$ cat src/rtl/hcms_pkg.sv
// Shared constants for the HCMS-29xx display sequencer: FSM states, control-word layout, font addressing.
// Build option HCMS_BLINK_EN widens stored characters to 8 bits (bit 7 = blink attribute).
package hcms_pkg;

  localparam int COLS_PER_CHAR  = 5;
  localparam int FONT_ADDR_W    = 10;

`ifdef HCMS_BLINK_EN
  localparam int CHAR_W         = 8;
`else
  localparam int CHAR_W         = 7;
`endif

  // Control register byte layout: bit 7 clear selects control word 0.
  localparam int CW_SEL_BIT     = 7;
  localparam int CW0_NORMAL_BIT = 6;
  localparam int CW0_BRIGHT_LSB = 0;
  localparam int CW0_BRIGHT_W   = 4;

  typedef logic [2:0] state_t;
  localparam state_t ST_RST_PULSE = 3'd0;
  localparam state_t ST_RST_REL   = 3'd1;
  localparam state_t ST_CW0       = 3'd2;
  localparam state_t ST_CW1       = 3'd3;
  localparam state_t ST_IDLE      = 3'd4;
  localparam state_t ST_FETCH     = 3'd5;
  localparam state_t ST_LATCH     = 3'd6;
  localparam state_t ST_SEND      = 3'd7;

  function automatic logic [7:0] cw0_byte(input logic [CW0_BRIGHT_W-1:0] bright);
    logic [7:0] w;
    w = '0;
    w[CW_SEL_BIT] = 1'b0;
    w[CW0_NORMAL_BIT] = 1'b1;
    w[CW0_BRIGHT_LSB +: CW0_BRIGHT_W] = bright;
    return w;
  endfunction

endpackage

$ cat src/rtl/hcms_refresh_timer.sv
// Idle-time counter that flags when a forced display refresh is due.
module hcms_refresh_timer #(
  parameter int REFRESH_CYCLES = 100000
) (
  input  logic clk,
  input  logic reset,
  input  logic clr_i,
  input  logic tick_i,
  output logic expired_o
);

  localparam int CNT_W = (REFRESH_CYCLES > 1) ? $clog2(REFRESH_CYCLES) : 1;
  localparam logic [CNT_W-1:0] CNT_LAST = CNT_W'(REFRESH_CYCLES - 1);

  logic [CNT_W-1:0] cnt_q, cnt_d;

  always_comb begin
    cnt_d = cnt_q;
    if (clr_i)
      cnt_d = '0;
    else if (tick_i)
      cnt_d = cnt_q + 1'b1;
  end

  always_ff @(posedge clk) begin
    if (reset)
      cnt_q <= '0;
    else
      cnt_q <= cnt_d;
  end

  assign expired_o = (cnt_q == CNT_LAST);

endmodule

$ cat src/rtl/hcms_display_ctrl.sv
// HCMS-29xx sequencer: reset pulse, control words, then font-ROM driven refresh frames over a valid/ready byte link.
// Define HCMS_BLINK_EN to enable the blink attribute (bit 7 of each stored character).
module hcms_display_ctrl
  import hcms_pkg::*;
#(
  parameter int         NUM_CHARS      = 4,
  parameter int         RESET_CYCLES   = 16,
  parameter int         REFRESH_CYCLES = 100000,
  parameter logic [7:0] CTRL_WORD1     = 8'h81,
  parameter logic [3:0] INIT_BRIGHT    = 4'hF
) (
  input  logic                         clk,
  input  logic                         reset,
  input  logic                         wr_en,
  input  logic [$clog2(NUM_CHARS)-1:0] wr_addr,
  input  logic [CHAR_W-1:0]            wr_char,
  input  logic                         bright_wr,
  input  logic [3:0]                   bright_val,
  output logic [FONT_ADDR_W-1:0]       font_addr,
  input  logic [6:0]                   font_data,
  output logic [7:0]                   tx_data,
  output logic                         tx_cmd,
  output logic                         tx_last,
  output logic                         tx_valid,
  input  logic                         tx_ready,
  output logic                         disp_reset,
  output logic                         init_done,
  output logic                         frame_done
);

  localparam int AW   = $clog2(NUM_CHARS);
  localparam int RC_W = (RESET_CYCLES > 1) ? $clog2(RESET_CYCLES) : 1;
  localparam logic [RC_W-1:0] RC_LAST  = RC_W'(RESET_CYCLES - 1);
  localparam logic [2:0]      COL_LAST = 3'(COLS_PER_CHAR - 1);
  localparam logic [AW-1:0]   CH_TOP   = AW'(NUM_CHARS - 1);

  state_t            state_q, state_d;
  logic [RC_W-1:0]   rst_cnt_q, rst_cnt_d;
  logic [AW-1:0]     ch_q, ch_d;
  logic [2:0]        col_q, col_d;
  logic [7:0]        tx_data_q, tx_data_d;
  logic              tx_cmd_q, tx_cmd_d;
  logic              tx_last_q, tx_last_d;
  logic              tx_valid_q, tx_valid_d;
  logic              disp_reset_q, disp_reset_d;
  logic              init_done_q, init_done_d;
  logic              frame_done_q, frame_done_d;
  logic [3:0]        bright_q, bright_d;
  logic              pend_q, pend_d;
  logic              dirty_q, dirty_d;
  logic              tmr_clr, tmr_tick, tmr_expired;
  logic [CHAR_W-1:0] buf_q [NUM_CHARS];

`ifdef HCMS_BLINK_EN
  logic [4:0] frame_cnt_q;
  logic       phase_q;
  logic       phase_toggle;
  assign phase_toggle = frame_done_d && (frame_cnt_q == 5'd31);
`endif

  hcms_refresh_timer #(
    .REFRESH_CYCLES(REFRESH_CYCLES)
  ) u_refresh_timer (
    .clk      (clk),
    .reset    (reset),
    .clr_i    (tmr_clr),
    .tick_i   (tmr_tick),
    .expired_o(tmr_expired)
  );

  // Font ROM is addressed straight from the current character/column; it is sampled during FETCH.
  assign font_addr = {buf_q[ch_q][6:0], col_q};

  always_comb begin
    state_d      = state_q;
    rst_cnt_d    = rst_cnt_q;
    ch_d         = ch_q;
    col_d        = col_q;
    tx_data_d    = tx_data_q;
    tx_cmd_d     = tx_cmd_q;
    tx_last_d    = tx_last_q;
    tx_valid_d   = tx_valid_q;
    disp_reset_d = disp_reset_q;
    init_done_d  = init_done_q;
    frame_done_d = 1'b0;
    tmr_clr      = 1'b0;
    tmr_tick     = 1'b0;
    pend_d       = pend_q;
    dirty_d      = dirty_q;

    case (state_q)
      ST_RST_PULSE: begin
        if (rst_cnt_q == RC_LAST) begin
          disp_reset_d = 1'b0;
          state_d      = ST_RST_REL;
        end else begin
          rst_cnt_d = rst_cnt_q + 1'b1;
        end
      end
      ST_RST_REL: state_d = ST_CW0;
      ST_CW0: begin
        if (!tx_valid_q) begin
          tx_data_d  = cw0_byte(bright_q);
          tx_cmd_d   = 1'b1;
          tx_last_d  = 1'b0;
          tx_valid_d = 1'b1;
        end else if (tx_ready) begin
          tx_valid_d = 1'b0;
          state_d    = init_done_q ? ST_IDLE : ST_CW1;
        end
      end
      ST_CW1: begin
        if (!tx_valid_q) begin
          tx_data_d  = CTRL_WORD1;
          tx_cmd_d   = 1'b1;
          tx_last_d  = 1'b0;
          tx_valid_d = 1'b1;
        end else if (tx_ready) begin
          tx_valid_d  = 1'b0;
          init_done_d = 1'b1;
          state_d     = ST_IDLE;
        end
      end
      ST_IDLE: begin
        if (pend_q) begin
          pend_d  = 1'b0;
          state_d = ST_CW0;
        end else if (dirty_q || tmr_expired) begin
          dirty_d = 1'b0;
          tmr_clr = 1'b1;
          state_d = ST_FETCH;
        end else begin
          tmr_tick = 1'b1;
        end
      end
      ST_FETCH: state_d = ST_LATCH;
      ST_LATCH: begin
        tx_data_d = {1'b0, font_data};
`ifdef HCMS_BLINK_EN
        if (phase_q && buf_q[ch_q][7])
          tx_data_d = 8'h00;
`endif
        tx_cmd_d   = 1'b0;
        tx_last_d  = (ch_q == '0) && (col_q == COL_LAST);
        tx_valid_d = 1'b1;
        state_d    = ST_SEND;
      end
      ST_SEND: begin
        if (tx_ready) begin
          tx_valid_d = 1'b0;
          state_d    = ST_FETCH;
          if (col_q != COL_LAST) begin
            col_d = col_q + 1'b1;
          end else begin
            col_d = '0;
            if (ch_q != '0) begin
              ch_d = ch_q - 1'b1;
            end else begin
              ch_d         = CH_TOP;
              frame_done_d = 1'b1;
              state_d      = ST_IDLE;
            end
          end
        end
      end
      default: state_d = ST_RST_PULSE;
    endcase

    // Late writes and new brightness requests override the clears above.
    if (wr_en)
      dirty_d = 1'b1;
    if (bright_wr)
      pend_d = 1'b1;
`ifdef HCMS_BLINK_EN
    if (phase_toggle)
      dirty_d = 1'b1;
`endif
  end

  assign bright_d = bright_wr ? bright_val : bright_q;

  always_ff @(posedge clk) begin
    if (reset) begin
      state_q      <= ST_RST_PULSE;
      rst_cnt_q    <= '0;
      ch_q         <= CH_TOP;
      col_q        <= '0;
      tx_data_q    <= '0;
      tx_cmd_q     <= 1'b0;
      tx_last_q    <= 1'b0;
      tx_valid_q   <= 1'b0;
      disp_reset_q <= 1'b1;
      init_done_q  <= 1'b0;
      frame_done_q <= 1'b0;
      bright_q     <= INIT_BRIGHT;
      pend_q       <= 1'b0;
      dirty_q      <= 1'b1;
    end else begin
      state_q      <= state_d;
      rst_cnt_q    <= rst_cnt_d;
      ch_q         <= ch_d;
      col_q        <= col_d;
      tx_data_q    <= tx_data_d;
      tx_cmd_q     <= tx_cmd_d;
      tx_last_q    <= tx_last_d;
      tx_valid_q   <= tx_valid_d;
      disp_reset_q <= disp_reset_d;
      init_done_q  <= init_done_d;
      frame_done_q <= frame_done_d;
      bright_q     <= bright_d;
      pend_q       <= pend_d;
      dirty_q      <= dirty_d;
    end
  end

  always_ff @(posedge clk) begin
    if (reset) begin
      for (int i = 0; i < NUM_CHARS; i++)
        buf_q[i] <= '0;
    end else if (wr_en) begin
      buf_q[wr_addr] <= wr_char;
    end
  end

`ifdef HCMS_BLINK_EN
  always_ff @(posedge clk) begin
    if (reset) begin
      frame_cnt_q <= '0;
      phase_q     <= 1'b0;
    end else if (frame_done_d) begin
      frame_cnt_q <= frame_cnt_q + 1'b1;
      if (phase_toggle)
        phase_q <= ~phase_q;
    end
  end
`endif

  assign tx_data    = tx_data_q;
  assign tx_cmd     = tx_cmd_q;
  assign tx_last    = tx_last_q;
  assign tx_valid   = tx_valid_q;
  assign disp_reset = disp_reset_q;
  assign init_done  = init_done_q;
  assign frame_done = frame_done_q;

endmodule

$ cat config.mk
export PLATFORM = sky130hd
export DESIGN_NAME = hcms_display_ctrl
export DESIGN_NICKNAME = d
export VERILOG_FILES = /design/src/rtl/hcms_pkg.sv /design/src/rtl/hcms_refresh_timer.sv /design/src/rtl/hcms_display_ctrl.sv
export SDC_FILE = /design/constraint.sdc
export NUM_CORES = 1
export LEC_CHECK = 0
export CORE_ASPECT_RATIO = 0.8
export CORE_MARGIN = 3
export CORE_UTILIZATION = 37
export DETAILED_ROUTE_END_ITERATION = 10
export PLACE_DENSITY = 0.62
export SLEW_MARGIN = 20
export SYNTH_ARGS = -nofsm -noshare
export SYNTH_HDL_FRONTEND = slang
export SYNTH_SLANG_ARGS = --single-unit
$ cat constraint.sdc
create_clock -name clk -period 2 [get_ports clk]
set_input_delay 0.3 -clock clk [delete_from_list [all_inputs] [get_ports clk]]
set_output_delay 0.3 -clock clk [all_outputs]
set_load 0.05 [all_outputs]
==> flow_summary_export.csv <==
group,metric,value,unit
clocking,clk_path_buf_depth,2,
floorplanning,dieArea,0.0110,sq mm
critical_path,start_kind,"register",
layout,design_area,0.00460,sq mm
layout,final_util,49.7,%
yosys,syn_nets,373,
place,place_area,0.00428,sq mm
floorplanning,core_area,0.00927,sq mm
floorplanning,start_util,38.9,%
routing,drc,0,
floorplanning,die_y,94.3,um
sta,clock_skew,0.00736,ns
sta,fin_ws,0.0712,ns
global_routing,grt_use_total,16.0,%
routing,wl_per_cell,15.3,um
clocking,root_buffer,"clkbuf_16",
yosys,ys_ff_latch,79,
clocking,cts_tree,"yes",
critical_path,critPathArrivalTime,2.16,ns
yosys,synth.area.top_cells,"dfxtp_1 28%, edfxtp_1 23%, and2_1 5.0%",
yosys,ys_seq_area_share,51.7,%
critical_path,worstSetupPathType,"reg2reg",
clocking,cts-htree-levels,3,
sta,rsz0062_at_grt,"yes",
routing,vias,2730,
sta,worst_slew_pin_slew,0.537,ns
sta,fin_crit,1.93,ns
routing,drt_iter0_drc,161,
global_routing,grt_use_met1,21.6,%
global_routing,grt_first_pass_wirelength,13.5,mm
sta,fin_crit_sh,96.4,%
layout,fin_nets,437,
floorplanning,die_w,116,um
critical_path,crit_slowest_cell,"or4_4",
yosys,netlist-cell-type-count,56,
global_routing,grt_max_degree,33,
yosys,async_flop_share,0,%
clocking,clock_latency,0.34,ns
layout,finalNonFillerCells,527,
sta,drv_slew,0,
layout,drive_gt1_share,17.2,%
yosys,netlist_instances,343,
yosys,synth-main-ff-cell,"dfxtp_1",
power_and_ir_drop,p_leak,1.71,nW
critical_path,endpoint_kind,"register",
yosys,synth-edff-count,28,
layout,n_antenna_cell,0,
worst_hold_path,min_path_type,"reg2reg",
place,dp_cells,510,
sta,fmax,518,MHz
floorplanning,io_pins,49,
critical_path,cp_cell_sequence,"or4_4 -> nor4_4 -> buf_4 -> a21oi_1 -> o21bai_2 -> buf_4 -> nor2_1",
routing,ant_nets,0,
sta,max-slew-margin-rel,64.1,%
layout,area_growth,27.8,%
yosys,synth_top_area_cell,"dfxtp_1",
place,pre_cts_slack,0.0419,ns
critical_path,crit_fanout,10,
clocking,cts_buffers,9,
routing,firstDrtPassIters,4,
global_routing,grt_most_used_layer,"met2",
yosys,synth.avg_cell_area,10.5,sq um
critical_path,slowest_delay,0.54,ns
power_and_ir_drop,ir_worst_vdd,529,uV
sta,hold_viol,0,
floorplanning,row_count,31,
global_routing,grt_pass1_vias,2640,
critical_path,crit_family,"simple AND/OR/NAND/NOR gates",
global_routing,grt_remaining_overflow,0,
yosys,synth_top_area_share,28.3,%
critical_path,path_buf_inv,2,
critical_path,worstPathRequired,2.23,ns
clocking,clk_pin_slew_worst_paths,0.06,ns
sta,finalSetupViolCount,0,
critical_path,cpMostUsedCell,"buf_4",
yosys,yosysWarnings,0,
place,gp_congestion,0.826,
global_routing,use_met3,6.50,%
global_routing,grt_antenna_before_repair,0,
status,outcome,"finished, final reports clean",
flow_run,cap_violations,0,
place,hpwl,5.72,mm
yosys,synth_area,0.00360,sq mm
routing,viasPerCell,5.18,
routing,postRouteWirelength,8.09,mm
clocking,clock-sinks,79,
place,io_buffer_count,48,
power_and_ir_drop,power_density,989,mW/mm^2
global_routing,met2_usage,24.0,%
## stage by stage
stage	TNS, ns	total power [mW]	hold slack (ns)
after floorplan	0	2.60	0.399
after global placement	0	2.89	0.453
after detailed placement	0	2.90	0.457
after CTS	0	4.59	0.476
after global routing	-0.0571	4.79	0.504
final	0	4.55	0.472
## worst register-to-register path, delay by kind of cell (launching register included)
kind            cells  cell delay [ns]
buf+inv             2             0.37
simple gates        3             0.88
flops               1             0.33
compound gates      2             0.23
## path summary, 6_finish.rpt
path                                                from                                    end  slack (ns)  cells past startpoint
setup / recovery  u_refresh_timer.cnt_q[11]$_SDFFE_PP0P_  u_refresh_timer.cnt_q[1]$_SDFFE_PP0P_        0.07                      7
hold / removal                       tx_cmd$_SDFFE_PP0P_                    tx_cmd$_SDFFE_PP0P_        0.47                      2
setup reg to reg  u_refresh_timer.cnt_q[11]$_SDFFE_PP0P_  u_refresh_timer.cnt_q[1]$_SDFFE_PP0P_        0.07                      7
hold reg to reg                      tx_cmd$_SDFFE_PP0P_                    tx_cmd$_SDFFE_PP0P_        0.47                      2
## timing repair
action / in CTS / in global routing
setup endpoints to repair: 0 / 4
gates resized for setup: 0 / 2
setup buffers: 0 / 1
hold buffers: 0 / 0
## placed cells by master, fill, tap and decap left out, types with 2 or more instances in the layout
cell and instances:
dfxtp_1 51, nor2_1 42, clkdlybuf4s50_1 40, and2_1 29
buf_4 29, edfxtp_1 28, nand2_1 20, a21oi_1 14
inv_1 11, xor2_1 11, nor3_1 10, clkbuf_16 9
nand3_1 8, nand4_1 8, mux4_2 7, nor2b_1 6
and3_1 6, xnor2_1 6, a211o_1 6, nor3b_1 5
ha_1 5, or2_2 4, or3_1 3, a22oi_1 3
a221oi_1 3, clkinvlp_4 3, nand2b_1 2, or4_4 2
nor4_4 2, and4_1 2, a21oi_2 2, a211oi_1 2
a21o_1 2, mux2i_1 2, o22ai_1 2, o21ai_0 2
o31a_1 2
## synth_stat cells (4+ instances only)
library cell and instances:
dfxtp_1 51, nor2_1 42, and2_1 29, edfxtp_1 28
nand2_1 20, a21oi_1 14, inv_1 11, xor2_1 11
clkbuf_1 10, nor3_1 10, nand3_1 8, nand4_1 8
mux4_2 7, a211o_1 6, and3_1 6, nor2b_1 6
xnor2_1 6, ha_1 5, nor3b_1 5, or2_2 4
## layer usage
| layer | part of all wire [%] | vias to the layer above |
|---|---|---|
| li1 | - | 1350 |
| met3 | 4.4 | 6 |
| met2 | 46 | 60 |
| met5 | 0 | - |
| met4 | 0.96 | 0 |
| met1 | 49 | 1314 |
## cell families (layout without fill, tap and decap cells)
logic type | count (synthesis) | count (layout) | share of synthesized area, %
AND/OR/NAND/NOR | 157 | 157 | 24.1
flip-flops | 79 | 79 | 51.7
AO/OA/AOI/OAI | 49 | 49 | 10.1
buffers and inverters | 27 | 96 | 3.30
XOR/XNOR | 17 | 17 | 4.13
multiplexers | 9 | 9 | 4.93
adder cells (fa/ha/maj) | 5 | 5 | 1.74
## state kept, by name, indices dropped and copies added (netlist names), 2 cells and up, named ones only
| signal | cells |
|---|---|
| tx_data | 8 |
| u_refresh_timer.cnt_q | 17 |
| ch_q | 2 |
| state_q | 3 |
| rst_cnt_q | 4 |
| buf_q | 28 |
| bright_q | 4 |
| col_q | 3 |
## area by class of cell
type	instances	area (sq um)
fill	858	4670
sequential	79	1860
clock buffer	9	225
tap	115	144
inverter	11	41.3
multi-input combinational	237	1630
clock inverter	7	81.3
timing repair buffer	69	618
## power by group
| part | switching [mW] | internal (mW) |
|---|---|---|
| Clock | 0.686 | 0.981 |
| Sequential | 0.0898 | 1.80 |
| Combinational | 0.591 | 0.405 |
| Total | 1.37 | 3.19 |
Note: power is estimated with default switching activity, not from simulation.
==> edit (config.mk and constraints unchanged) <==
Change the parameter `RESET_CYCLES` from 16 to 8.
--- a/src/rtl/hcms_display_ctrl.sv
+++ b/src/rtl/hcms_display_ctrl.sv
@@ -5,5 +5,5 @@
 #(
   parameter int         NUM_CHARS      = 4,
-  parameter int         RESET_CYCLES   = 16,
+  parameter int         RESET_CYCLES   = 8,
   parameter int         REFRESH_CYCLES = 100000,
   parameter logic [7:0] CTRL_WORD1     = 8'h81,
Check against the original RTL: not equivalent (a bounded check fails within 10 cycles, from zero or initial values and one cycle with reset high).
==> edit against the original RTL <==
Global-route usage is 1.6 points lower. Synthesized area is 0.45% lower. Non-clock buffer count is 1 lower. Sequential cell count is 1 lower. Power is 3.9% lower. Routed wire length is 5.3% lower. Setup slack better by 0.0033 ns. Final area is 0.52% lower. Largest power group unchanged. Highest routed layer unchanged.
==> edit: results (changes against the original RTL) <==
synth_area_per_cell_um2: 10.46  # -0.45%
synth_ff_type: "dfxtp_1"
power_clock_uw: 1610  # -4%
status: "finished, final reports clean"
synthArstFlopShare_pct: 0  # unchanged
tightestPinTransition_ns: 0.5165  # -0.02085 ns
hold_ws_ns: 0.4637  # -0.008159 ns
min_path_type: "register to register"
min_from: "disp_reset$_SDFFE_PP1P_"
cp_top_family: "simple AND/OR/NAND/NOR gates"
nNetsFinal: 436  # -0.23%
drt-vias-per-instance: 5.133  # -0.91%
drtIter0Drc: 182  # +13%
min_to: "disp_reset$_SDFFE_PP1P_"
grt_pass1_wl_um: 12270  # -9.1%
routedWlPerCell_um: 14.58  # -5.0%
numPortBuffers: 48  # unchanged
cts_buffers: 9  # unchanged
end_kind: "register"
clock_latency_ns: 0.33
fill_cells: 848  # -1.2%
synth_commonest_cells: "dfxtp_1 (50), nor2_1 (40), and2_1 (29), a21oi_1 (28), edfxtp_1 (28)"
crit_start: "u_refresh_timer.cnt_q[8]$_SDFFE_PP0P_"
antenna_found_initial: 0  # unchanged
worst_ep_arrival_time_ns: 2.14  # -0.02 ns
leakage_uw: 0.001694  # -0.94%
synth_nets: 374  # +0.27%
hold_depth: 1  # -1
synth.distinct_cells: 55  # -1.8%
fin_cells: 525  # -0.38%
synth_area_leaders: "dfxtp_1 (28%), edfxtp_1 (23%), and2_1 (5.1%)"
critical_path.endpoint: "u_refresh_timer.cnt_q[9]$_SDFFE_PP0P_"
yosysSeqAreaShare_pct: 51.34  # -0.32 points
hpwl_um: 5356  # -6.3%
yosys_warnings: 0  # unchanged
drt_pass1_iterations: 4  # unchanged
dp.cells: 507  # -0.59%
place_congestion: 0.7642  # -7.5%
layout-drive-gt1-share_pct: 16.83  # -0.40 points
vdd_drop_max_v: 0.0005682  # +7.3%
r2r.worst_path.cells: 6  # -1
p_seq_share_pct: 42.5  # +1.0 points
finalClockSkew_ns: 0.006004  # -0.001352 ns
h-tree-depth: 3  # unchanged
grt_max_degree: 34  # +3.0%
critPathMaxFanout: 5  # -5
p_sw_share_pct: 28.78  # -1.2 points
grt_pass1_vias: 2551  # -3.4%
grt_usage_pct: 14.41  # -1.6 points
[edit: cell type report]
class                      count  area share, %
clock buffer                  12          5.163
sequential                    78          40.32
tap                          115          3.141
clock inverter                 4          1.229
multi-input combinational    239          36.00
timing repair buffer          68          13.41
inverter                       9         0.7375
[edit: cell families (layout without fill, tap and decap cells)]
kind of cell               after synthesis  in the layout  share of synthesized area, %
and+or+nand+nor                        148            148                         23.37
DFF                                     78             78                         51.34
AOI/OAI and AO/OA                       61             61                         11.34
buffers and inverters                   26             93                         3.209
xor gates and xnor gates                14             14                         3.418
muxes                                   10             10                         5.232
adders and majority gates                6              6                         2.093
[edit: stage by stage]
stage / setup TNS (ns) / utilization (%) / setup WS (ns) / area (um^2)
after global placement: 0 / 45.99 / 0.1338 / 4245
after floorplan: 0 / - / 0.1924 / 3587
after detailed placement: 0 / 45.99 / 0.09022 / 4245
after global routing: -0.004764 / 49.62 / -0.004764 / 4581
after CTS: 0 / 49.16 / 0.06926 / 4538
final: 0 / 49.62 / 0.07449 / 4581
[edit: metal layers]
| metal | global-route usage (%) | vias to the layer above | wire, um |
|---|---|---|---|
| met5 | 0 | - | 0 |
| li1 | - | 1358 | - |
| met4 | 5.121 | 0 | 83 |
| met3 | 4.636 | 8 | 396 |
| met2 | 22.75 | 54 | 3603 |
| met1 | 18.52 | 1275 | 3574 |
[edit: timing repair]
item	4_1_cts	5_1_grt
resized for setup	0	7
endpoints found under the setup margin	0	2
hold endpoints to repair	0	0
setup buffers	0	2
[edit: worst reg2reg max path, stage by stage, from the launching register on]
cell     delay (ns)
dfxtp_4        0.35
or4_4          0.53
o41ai_4        0.45
buf_4          0.21
nor3_1         0.06
xnor2_1        0.15
nor2_1         0.05
